[config.mk]
export PLATFORM = sky130hd
export DESIGN_NAME = id_ex_forward_unit
export DESIGN_NICKNAME = d
export VERILOG_FILES = /design/src/rtl/id_ex_forward_unit_pkg.sv /design/src/rtl/id_ex_forward_unit_fwd_sel.sv /design/src/rtl/id_ex_forward_unit.sv
export SDC_FILE = /design/constraint.sdc
export NUM_CORES = 1
export LEC_CHECK = 0
export ABC_AREA = 1
export CAP_MARGIN = 30
export CORE_UTILIZATION = 32
export DETAILED_ROUTE_END_ITERATION = 8
export PLACE_DENSITY_LB_ADDON = 0.05
export SLEW_MARGIN = 0
export SYNTH_ARGS = -nofsm -noshare
export SYNTH_HDL_FRONTEND = slang
export SYNTH_SLANG_ARGS = --single-unit
[constraint.sdc]
create_clock -name clk -period 2.1 [get_ports clk]
set_input_delay 0.42 -clock clk [delete_from_list [all_inputs] [get_ports clk]]
set_output_delay 0.42 -clock clk [all_outputs]
set_load 0.05 [all_outputs]
[src/rtl/id_ex_forward_unit_pkg.sv]
// Shared pipeline definitions: EX operand-mux select encodings used by the
// forwarding unit and by the EX datapath that consumes its selects.
package id_ex_forward_unit_pkg;

   localparam int FWD_SEL_W = 2;

   typedef enum logic [FWD_SEL_W-1:0] {
      FWD_REG   = 2'd0,
      FWD_EXMEM = 2'd1,
      FWD_MEMWB = 2'd2
   } fwd_sel_e;

   // The younger producer (EX/MEM) holds the newer value, so it wins.
   function automatic fwd_sel_e fwd_pick(input logic hit_exmem, input logic hit_memwb);
      if (hit_exmem) return FWD_EXMEM;
      if (hit_memwb) return FWD_MEMWB;
      return FWD_REG;
   endfunction

endpackage

[src/rtl/id_ex_forward_unit_fwd_sel.sv]
// Forwarding comparator for one EX source operand; purely combinational.
module id_ex_forward_unit_fwd_sel
   import id_ex_forward_unit_pkg::*;
#(
   parameter int REG_W = 5
) (
   input  logic             ex_valid_i,
   input  logic [REG_W-1:0] ex_rs_i,
   input  logic [REG_W-1:0] exmem_rd_i,
   input  logic             exmem_reg_write_i,
   input  logic [REG_W-1:0] memwb_rd_i,
   input  logic             memwb_reg_write_i,
   output fwd_sel_e         sel_o
);

   logic hit_exmem;
   logic hit_memwb;

   // x0 is hardwired zero, so a write to it must never be forwarded.
   assign hit_exmem = exmem_reg_write_i && (exmem_rd_i != '0) && (exmem_rd_i == ex_rs_i);
   assign hit_memwb = memwb_reg_write_i && (memwb_rd_i != '0) && (memwb_rd_i == ex_rs_i);

   assign sel_o = ex_valid_i ? fwd_pick(hit_exmem, hit_memwb) : FWD_REG;

endmodule

[src/rtl/id_ex_forward_unit.sv]
// ID/EX pipeline register with load-use stall detection, bubble/flush
// insertion, EX operand-forwarding selects and a saturating stall counter.
module id_ex_forward_unit
   import id_ex_forward_unit_pkg::*;
#(
   parameter int DATA_W = 32,
   parameter int REG_W  = 5,
   parameter int CNT_W  = 16
) (
   input  logic              clk,
   input  logic              rst_n,
   input  logic              id_valid,
   input  logic [REG_W-1:0]  id_rs1,
   input  logic [REG_W-1:0]  id_rs2,
   input  logic [DATA_W-1:0] id_rs1_data,
   input  logic [DATA_W-1:0] id_rs2_data,
   input  logic [REG_W-1:0]  id_rd,
   input  logic              id_reg_write,
   input  logic              id_mem_read,
   input  logic [REG_W-1:0]  exmem_rd,
   input  logic [REG_W-1:0]  memwb_rd,
   input  logic              exmem_reg_write,
   input  logic              memwb_reg_write,
   input  logic              flush,
   output logic              stall_out,
   output logic              ex_valid,
   output logic              ex_reg_write,
   output logic              ex_mem_read,
   output logic [REG_W-1:0]  ex_rs1,
   output logic [REG_W-1:0]  ex_rs2,
   output logic [REG_W-1:0]  ex_rd,
   output logic [DATA_W-1:0] ex_rs1_data,
   output logic [DATA_W-1:0] ex_rs2_data,
   output logic [1:0]        ex_fwd_a,
   output logic [1:0]        ex_fwd_b,
   output logic [CNT_W-1:0]  stall_cnt
);

   function automatic logic [CNT_W-1:0] sat_inc(input logic [CNT_W-1:0] v);
      return (&v) ? v : v + CNT_W'(1);
   endfunction

   logic              valid_q,  valid_d;
   logic              rw_q,     rw_d;
   logic              mr_q,     mr_d;
   logic [REG_W-1:0]  rs1_q,    rs1_d;
   logic [REG_W-1:0]  rs2_q,    rs2_d;
   logic [REG_W-1:0]  rd_q,     rd_d;
   logic [DATA_W-1:0] d1_q,     d1_d;
   logic [DATA_W-1:0] d2_q,     d2_d;
   logic [CNT_W-1:0]  cnt_q,    cnt_d;
   logic              load_use;
   fwd_sel_e          sel_a;
   fwd_sel_e          sel_b;

   // The loaded value only exists after MEM, so a dependent in ID must wait.
   assign load_use = valid_q && mr_q && (rd_q != '0) && id_valid &&
                     ((rd_q == id_rs1) || (rd_q == id_rs2));
   assign stall_out = load_use && !flush;

   always_comb begin
      valid_d = 1'b0;
      rw_d    = 1'b0;
      mr_d    = 1'b0;
      rs1_d   = '0;
      rs2_d   = '0;
      rd_d    = '0;
      d1_d    = '0;
      d2_d    = '0;
      if (!flush && !stall_out) begin
         valid_d = id_valid;
         rw_d    = id_reg_write;
         mr_d    = id_mem_read;
         rs1_d   = id_rs1;
         rs2_d   = id_rs2;
         rd_d    = id_rd;
         d1_d    = id_rs1_data;
         d2_d    = id_rs2_data;
      end
      cnt_d = stall_out ? sat_inc(cnt_q) : cnt_q;
   end

   always_ff @(posedge clk or negedge rst_n) begin
      if (!rst_n) begin
         valid_q <= 1'b0;
         rw_q    <= 1'b0;
         mr_q    <= 1'b0;
         rs1_q   <= '0;
         rs2_q   <= '0;
         rd_q    <= '0;
         d1_q    <= '0;
         d2_q    <= '0;
         cnt_q   <= '0;
      end else begin
         valid_q <= valid_d;
         rw_q    <= rw_d;
         mr_q    <= mr_d;
         rs1_q   <= rs1_d;
         rs2_q   <= rs2_d;
         rd_q    <= rd_d;
         d1_q    <= d1_d;
         d2_q    <= d2_d;
         cnt_q   <= cnt_d;
      end
   end

   id_ex_forward_unit_fwd_sel #(.REG_W(REG_W)) u_fwd_a (
      .ex_valid_i        (valid_q),
      .ex_rs_i           (rs1_q),
      .exmem_rd_i        (exmem_rd),
      .exmem_reg_write_i (exmem_reg_write),
      .memwb_rd_i        (memwb_rd),
      .memwb_reg_write_i (memwb_reg_write),
      .sel_o             (sel_a)
   );

   id_ex_forward_unit_fwd_sel #(.REG_W(REG_W)) u_fwd_b (
      .ex_valid_i        (valid_q),
      .ex_rs_i           (rs2_q),
      .exmem_rd_i        (exmem_rd),
      .exmem_reg_write_i (exmem_reg_write),
      .memwb_rd_i        (memwb_rd),
      .memwb_reg_write_i (memwb_reg_write),
      .sel_o             (sel_b)
   );

   assign ex_valid     = valid_q;
   assign ex_reg_write = rw_q;
   assign ex_mem_read  = mr_q;
   assign ex_rs1       = rs1_q;
   assign ex_rs2       = rs2_q;
   assign ex_rd        = rd_q;
   assign ex_rs1_data  = d1_q;
   assign ex_rs2_data  = d2_q;
   assign ex_fwd_a     = sel_a;
   assign ex_fwd_b     = sel_b;
   assign stall_cnt    = cnt_q;

endmodule

Word level (Yosys, flattened, before mapping). Cells that the tools add are included.

Output and inout bits: 103. Latch bits: 0. Flip-flop bits (word level): 98. Memories: 0. Bits in writable memories: 0. Input port bits: 97. Logic and storage cells: 61. Bits in read-only memories: 0.

Multipliers: 0. $add $sub $neg: 1. Reductions and logical operators: 20. Eq/ne operators: 6. $lt $le $gt $ge: 0. Divide/modulo/power cells: 0. Bitwise logic cells: 1. Shift-type cells: 0. Muxes and demuxes: 24.

Operator list (count): $mux 32 (2); $eq 5x5->1 (6); $mux 2 (10); $add 16x1->16 const B (1); $reduce_and 16->1 (1); $mux 5 (3); $reduce_bool 5->1 (3); $logic_and 1x1->1 (12); $mux 1 (9); $logic_not 1->1 (2); $reduce_and 2->1 (1); $logic_or 1x1->1 (1); $not 1->1 (1).

Logic depth before layout (Yosys ltp).
Depth after elaboration: 8. Mapped depth: 11. Gate-level depth less buffers: 10.

Cells and area by module. From an unflattened synthesis, not the netlist that was laid out.

Cells, all modules: 549. Area total of the unflattened synthesis: 4456.8 µm².

By module, submodules not included: id_ex_forward_unit (area an instance 3948.8 µm², instances 1, cells an instance 433); id_ex_forward_unit_fwd_sel (area an instance 254.0 µm², instances 2, cells an instance 58).

Least setup slack after synthesis. No wires, ideal clock.

Kind: reg2out. Start point: register rs2_q[3] (netlist: ex_rs2[3]). End point: output port ex_fwd_b[1]. Cell stages (with the launch flop): 6. Arrival: 2.172 ns. Path slack: -0.492 ns. Data required time: 1.680 ns. Cells stage by stage: dfrtp_1 > or2_2 > nand3_1 > nor3_1 > nand3_1 > nor3_1.

Cells in the longest elaborated chain, start to end: 7.

Ends and longest elaborated chain: from (decl) (RTL line id_ex_forward_unit.sv:47) `logic [REG_W-1:0] rs2_q, rs2_d;`; from (signal assigned) (RTL line id_ex_forward_unit.sv:99) `rs2_q <= rs2_d;`; $eq 5x5->1 (RTL line id_ex_forward_unit_fwd_sel.sv:21) `assign hit_memwb = memwb_reg_write_i && (memwb_rd_i != '0) && (memwb_rd_i == ex_rs_i);`; $logic_and 1x1->1 (RTL line id_ex_forward_unit_fwd_sel.sv:21); $mux 1 (2 in a row) (RTL line id_ex_forward_unit_pkg.sv:16) `if (hit_memwb) return FWD_MEMWB;`; $mux 2 (RTL line id_ex_forward_unit_pkg.sv:17) `return FWD_REG;`; $mux 2 * (RTL line id_ex_forward_unit_pkg.sv:16); $mux 2 * (RTL line id_ex_forward_unit_fwd_sel.sv:23) `assign sel_o = ex_valid_i ? fwd_pick(hit_exmem, hit_memwb) : FWD_REG;`; to (decl) (RTL line id_ex_forward_unit.sv:35) `output logic [1:0] ex_fwd_b,`.

Every way passes the cells marked *; elsewhere a longest branch is shown, timed or not. The select of a mux whose other input is x is not followed.

Worst setup path after layout.
Start point: register rs2_q[2] (netlist: ex_rs2[2]). End point: output port ex_fwd_b[1].

Same word-level chain as after synthesis.

==> results by group <==
Critical path
  – Crit path depth: 6
  – Critical Path End: ex_fwd_b[1]
  – FF-to-FF Start: ex_rd[1]$_DFF_PN0_
  – Startpoint Class: flop
  – Reg2Reg Setup Slack: 0.38 ns
  – Cell family with most CP delay: simple AND/OR/NAND/NOR gates
  – Max stage delay on crit path: 0.42 ns
  – Worst setup path startpoint: ex_rs2[2]$_DFF_PN0_
  – Most common cell on crit path: nand3_1
  – Critical path arrival: 1.73 ns
  – Worst r2r path cells: 10
  – CP endpoint kind: output pin
  – Slowest cell on crit path: dfrtp_1
  – R2R Path End: ex_rs1_data[25]$_DFF_PN0_
  – Worst Path Max Fanout: 3
  – Worst path bufs/invs: 1
  – Worst path required time: 1.68 ns
  – Critical-path cell list: xnor2_1 > nand3_1 > nor3_2 > nand3_1 > nor3_4 > buf_12
  – Crit path kind: reg -> out

Clock network
  – H-tree depth: 3
  – CTS Buf Count: 9
  – # clock sinks: 98
  – CTS root buffer: clkbuf_16
  – CTS tree: done
  – Worst skew pair latency: 0.34 ns
  – Worst-path clk slew: 0.06 ns
  – Clock tree buffer depth: 2

Global route
  – Largest net degree at the start of global routing: 46
  – Initial antenna violation count: 0
  – Grt total ovfl: 0
  – First-pass GRT wire length: 17050 um
  – Vias in the first global route: 3505
  – All-Layer GR Usage: 16.68%

Final layout
  – Synthesis-to-finish area growth: 64.46%
  – ANT cells: 0
  – Commonest non-fill, non-tap cell in the layout: clkdlybuf4s50_1
  – Final nets: 797
  – Layout cells sized above 1: 10.11%
  – Highest-count cells in the layout ignoring fill and taps: clkdlybuf4s50_1, nor2_1, inv_1
  – Design area: 0.006965 mm^2

Placed design
  – DP Area: 0.006556 mm^2
  – IO Port Bufs: 199
  – Gpl congestion: 0.7930
  – Detail Placement HPWL: 8191 um

STA
  – Slew headroom: 63.37%
  – Fmax: 465.2 MHz
  – Final Critical Period: 2.150 ns
  – # setup viols final: 1
  – RSZ-0062 raised after global routing: true
  – Worst setup margin: -0.04960 ns
  – Final setup skew: 0.007206 ns
  – Crit share post-route: 102.4%
  – Worst-margin pin slew: 0.5478 ns
  – Fin. max-slew vios: 0
  – Final hold violations: 0

Yosys
  – Syn Nets: 576
  – Post-Synthesis Cells: 478
  – Cell taking the most area after synthesis: dfrtp_1
  – Mux contribution to synthesized area: 0%
  – Post-Synth Adder-Cell Area: 0.2954%
  – Cell Area, Synth: 0.004235 mm^2
  – Sequential fraction of the synthesis area: 57.90%
  – #FFs+latches synth: 98
  – Yosys top cell area share: 57.90%
  – Synthesized area per cell: 8.860 um^2
  – Largest cells by area after synthesis: dfrtp_1, inv_1, nor2_1
  – Simple-gate portion of the synthesized area: 23.07%
  – Main combinational cell family by area after synthesis: simple AND/OR/NAND/NOR gates
  – Synth Warn #: 0
  – Post-synthesis compound-gate area fraction: 0.6204%
  – Distinct cells, synth: 25
  – Xor-xnor portion of the synthesized cell area: 6.411%

Detailed routing
  – Metal3 WL: 1011 um
  – Per-cell routed wire length: 12.69 um
  – Met2 WL: 5600 um
  – DR pass1 iterations: 4
  – Drt drc: 0
  – Vias per std cell: 4.159
  – Post-Route WL: 11090 um
  – Iter 0 DRT Violations: 145
  – M1 wire length: 4327 um
  – Antenna-violating nets left: 0
  – Vias: 3635
  – Highest routed layer: met4

Die
  – Total die area: 0.01370 mm^2
  – Die height: 117.0 um
  – Initial Utilization: 33.16%
  – Num ports: 200
  – Core Area: 0.01277 mm^2
  – Die span in x: 117.0 um
  – Number of core rows: 41

Run status
  – Status: complete, but fails checks
  – Failing checks: setup timing

Flow run
  – Max-cap violations: 0

Power and ir drop
  – Max IR drop VDD: 395.0 uV
  – Design Power: 4.518 mW
  – Power Density: 648.6 mW/mm^2
  – Pleak: 3.685 nW

Worst hold path
  – Min-delay worst type: in -> async
[cells in the mapped netlist]
cell type  count
a21oi_1        1
and2_1         2
buf_4          1
buf_6          9
dfrtp_1       98
ha_1           1
inv_1        101
inv_2          2
nand2_1       92
nand2_2        1
nand2_4        1
nand3_1       14
nand3_4        1
nand4_1        6
nand4_2        1
nand4_4        1
nor2_1       100
nor2_2         3
nor2_4         1
nor3_1         5
o21ai_0        3
o22ai_1        1
or2_2          2
xnor2_1       19
xor2_1        12
[area by class of cell]
| class | count | area [um^2] |
|---|---|---|
| well taps | 172 | 215.2 |
| inverters | 103 | 389.1 |
| fillers | 1180 | 5808 |
| clock inverters | 3 | 42.54 |
| flip-flops and latches | 98 | 2454 |
| clock buffers | 11 | 232.7 |
| multi-input cells | 267 | 1363 |
| repair buffers | 220 | 2270 |
[through the flow]
step	utilization [%]	TNS (ns)	hold WS, ns	cells	worst slack [ns]
6_report	54.53	-0.04960	0.01071	874	-0.04960
5_1_grt	54.53	-0.2618	0.03150	874	-0.1457
4_1_cts	53.71	-0.04482	0.01280	871	-0.04482
3_5_place_dp	51.33	-1.769	0.3833	855	-0.1736
3_3_place_gp	51.33	-0.8471	0.3882	855	-0.1631
2_1_floorplan	-	-0.07750	0.1244	478	-0.07750
[cell families after synthesis]
family / Yosys count
AND/OR/NAND/NOR: 230
flip-flops: 98
adder cells (fa/ha/maj): 1
AO/OA/AOI/OAI: 5
buffers and inverters: 113
XOR/XNOR: 31
[metal layers]
layer  GRT usage, %  vias to the layer above
met5              0                        -
li1               -                     1819
met4          6.751                        0
met2          28.32                      114
met1          18.62                     1692
met3          6.797                       10
[worst min-delay path by stage]
stage                                  to  slack, ns  cells past startpoint  start
finish                ex_rs1[2]$_DFF_PN0_       0.01                      1  rst_n
global route          ex_rs2[3]$_DFF_PN0_       0.03                      1  rst_n
CTS                   ex_rs2[3]$_DFF_PN0_       0.01                      1  rst_n
detailed placement    ex_rs2[3]$_DFF_PN0_       0.38                      1  rst_n
global placement      ex_rs2[3]$_DFF_PN0_       0.39                      1  rst_n
floorplan           ex_mem_read$_DFF_PN0_       0.12                      0  rst_n
[registers in the layout (all words and copies together), names as in the netlist, 5 cells and up]
register / cells
ex_rd: 5
ex_rs1: 5
stall_cnt: 16
ex_rs2_data: 32
ex_rs2: 5
ex_rs1_data: 32
[timing repair]
| item | CTS | global route |
|---|---|---|
| setup buffers | 2 | 3 |
| endpoints found under the setup margin | 6 | 11 |
| pin swaps | 8 | 21 |
| gates resized for setup | 22 | 24 |
| hold buffers | 0 | 0 |
[power by group]
part	leakage [nW]	internal, mW	switching, mW
registers	1.28	1.97	0.0413
clock network	0.131	0.909	0.678
logic	2.27	0.384	0.537
Power figures use the tool's default switching activity.
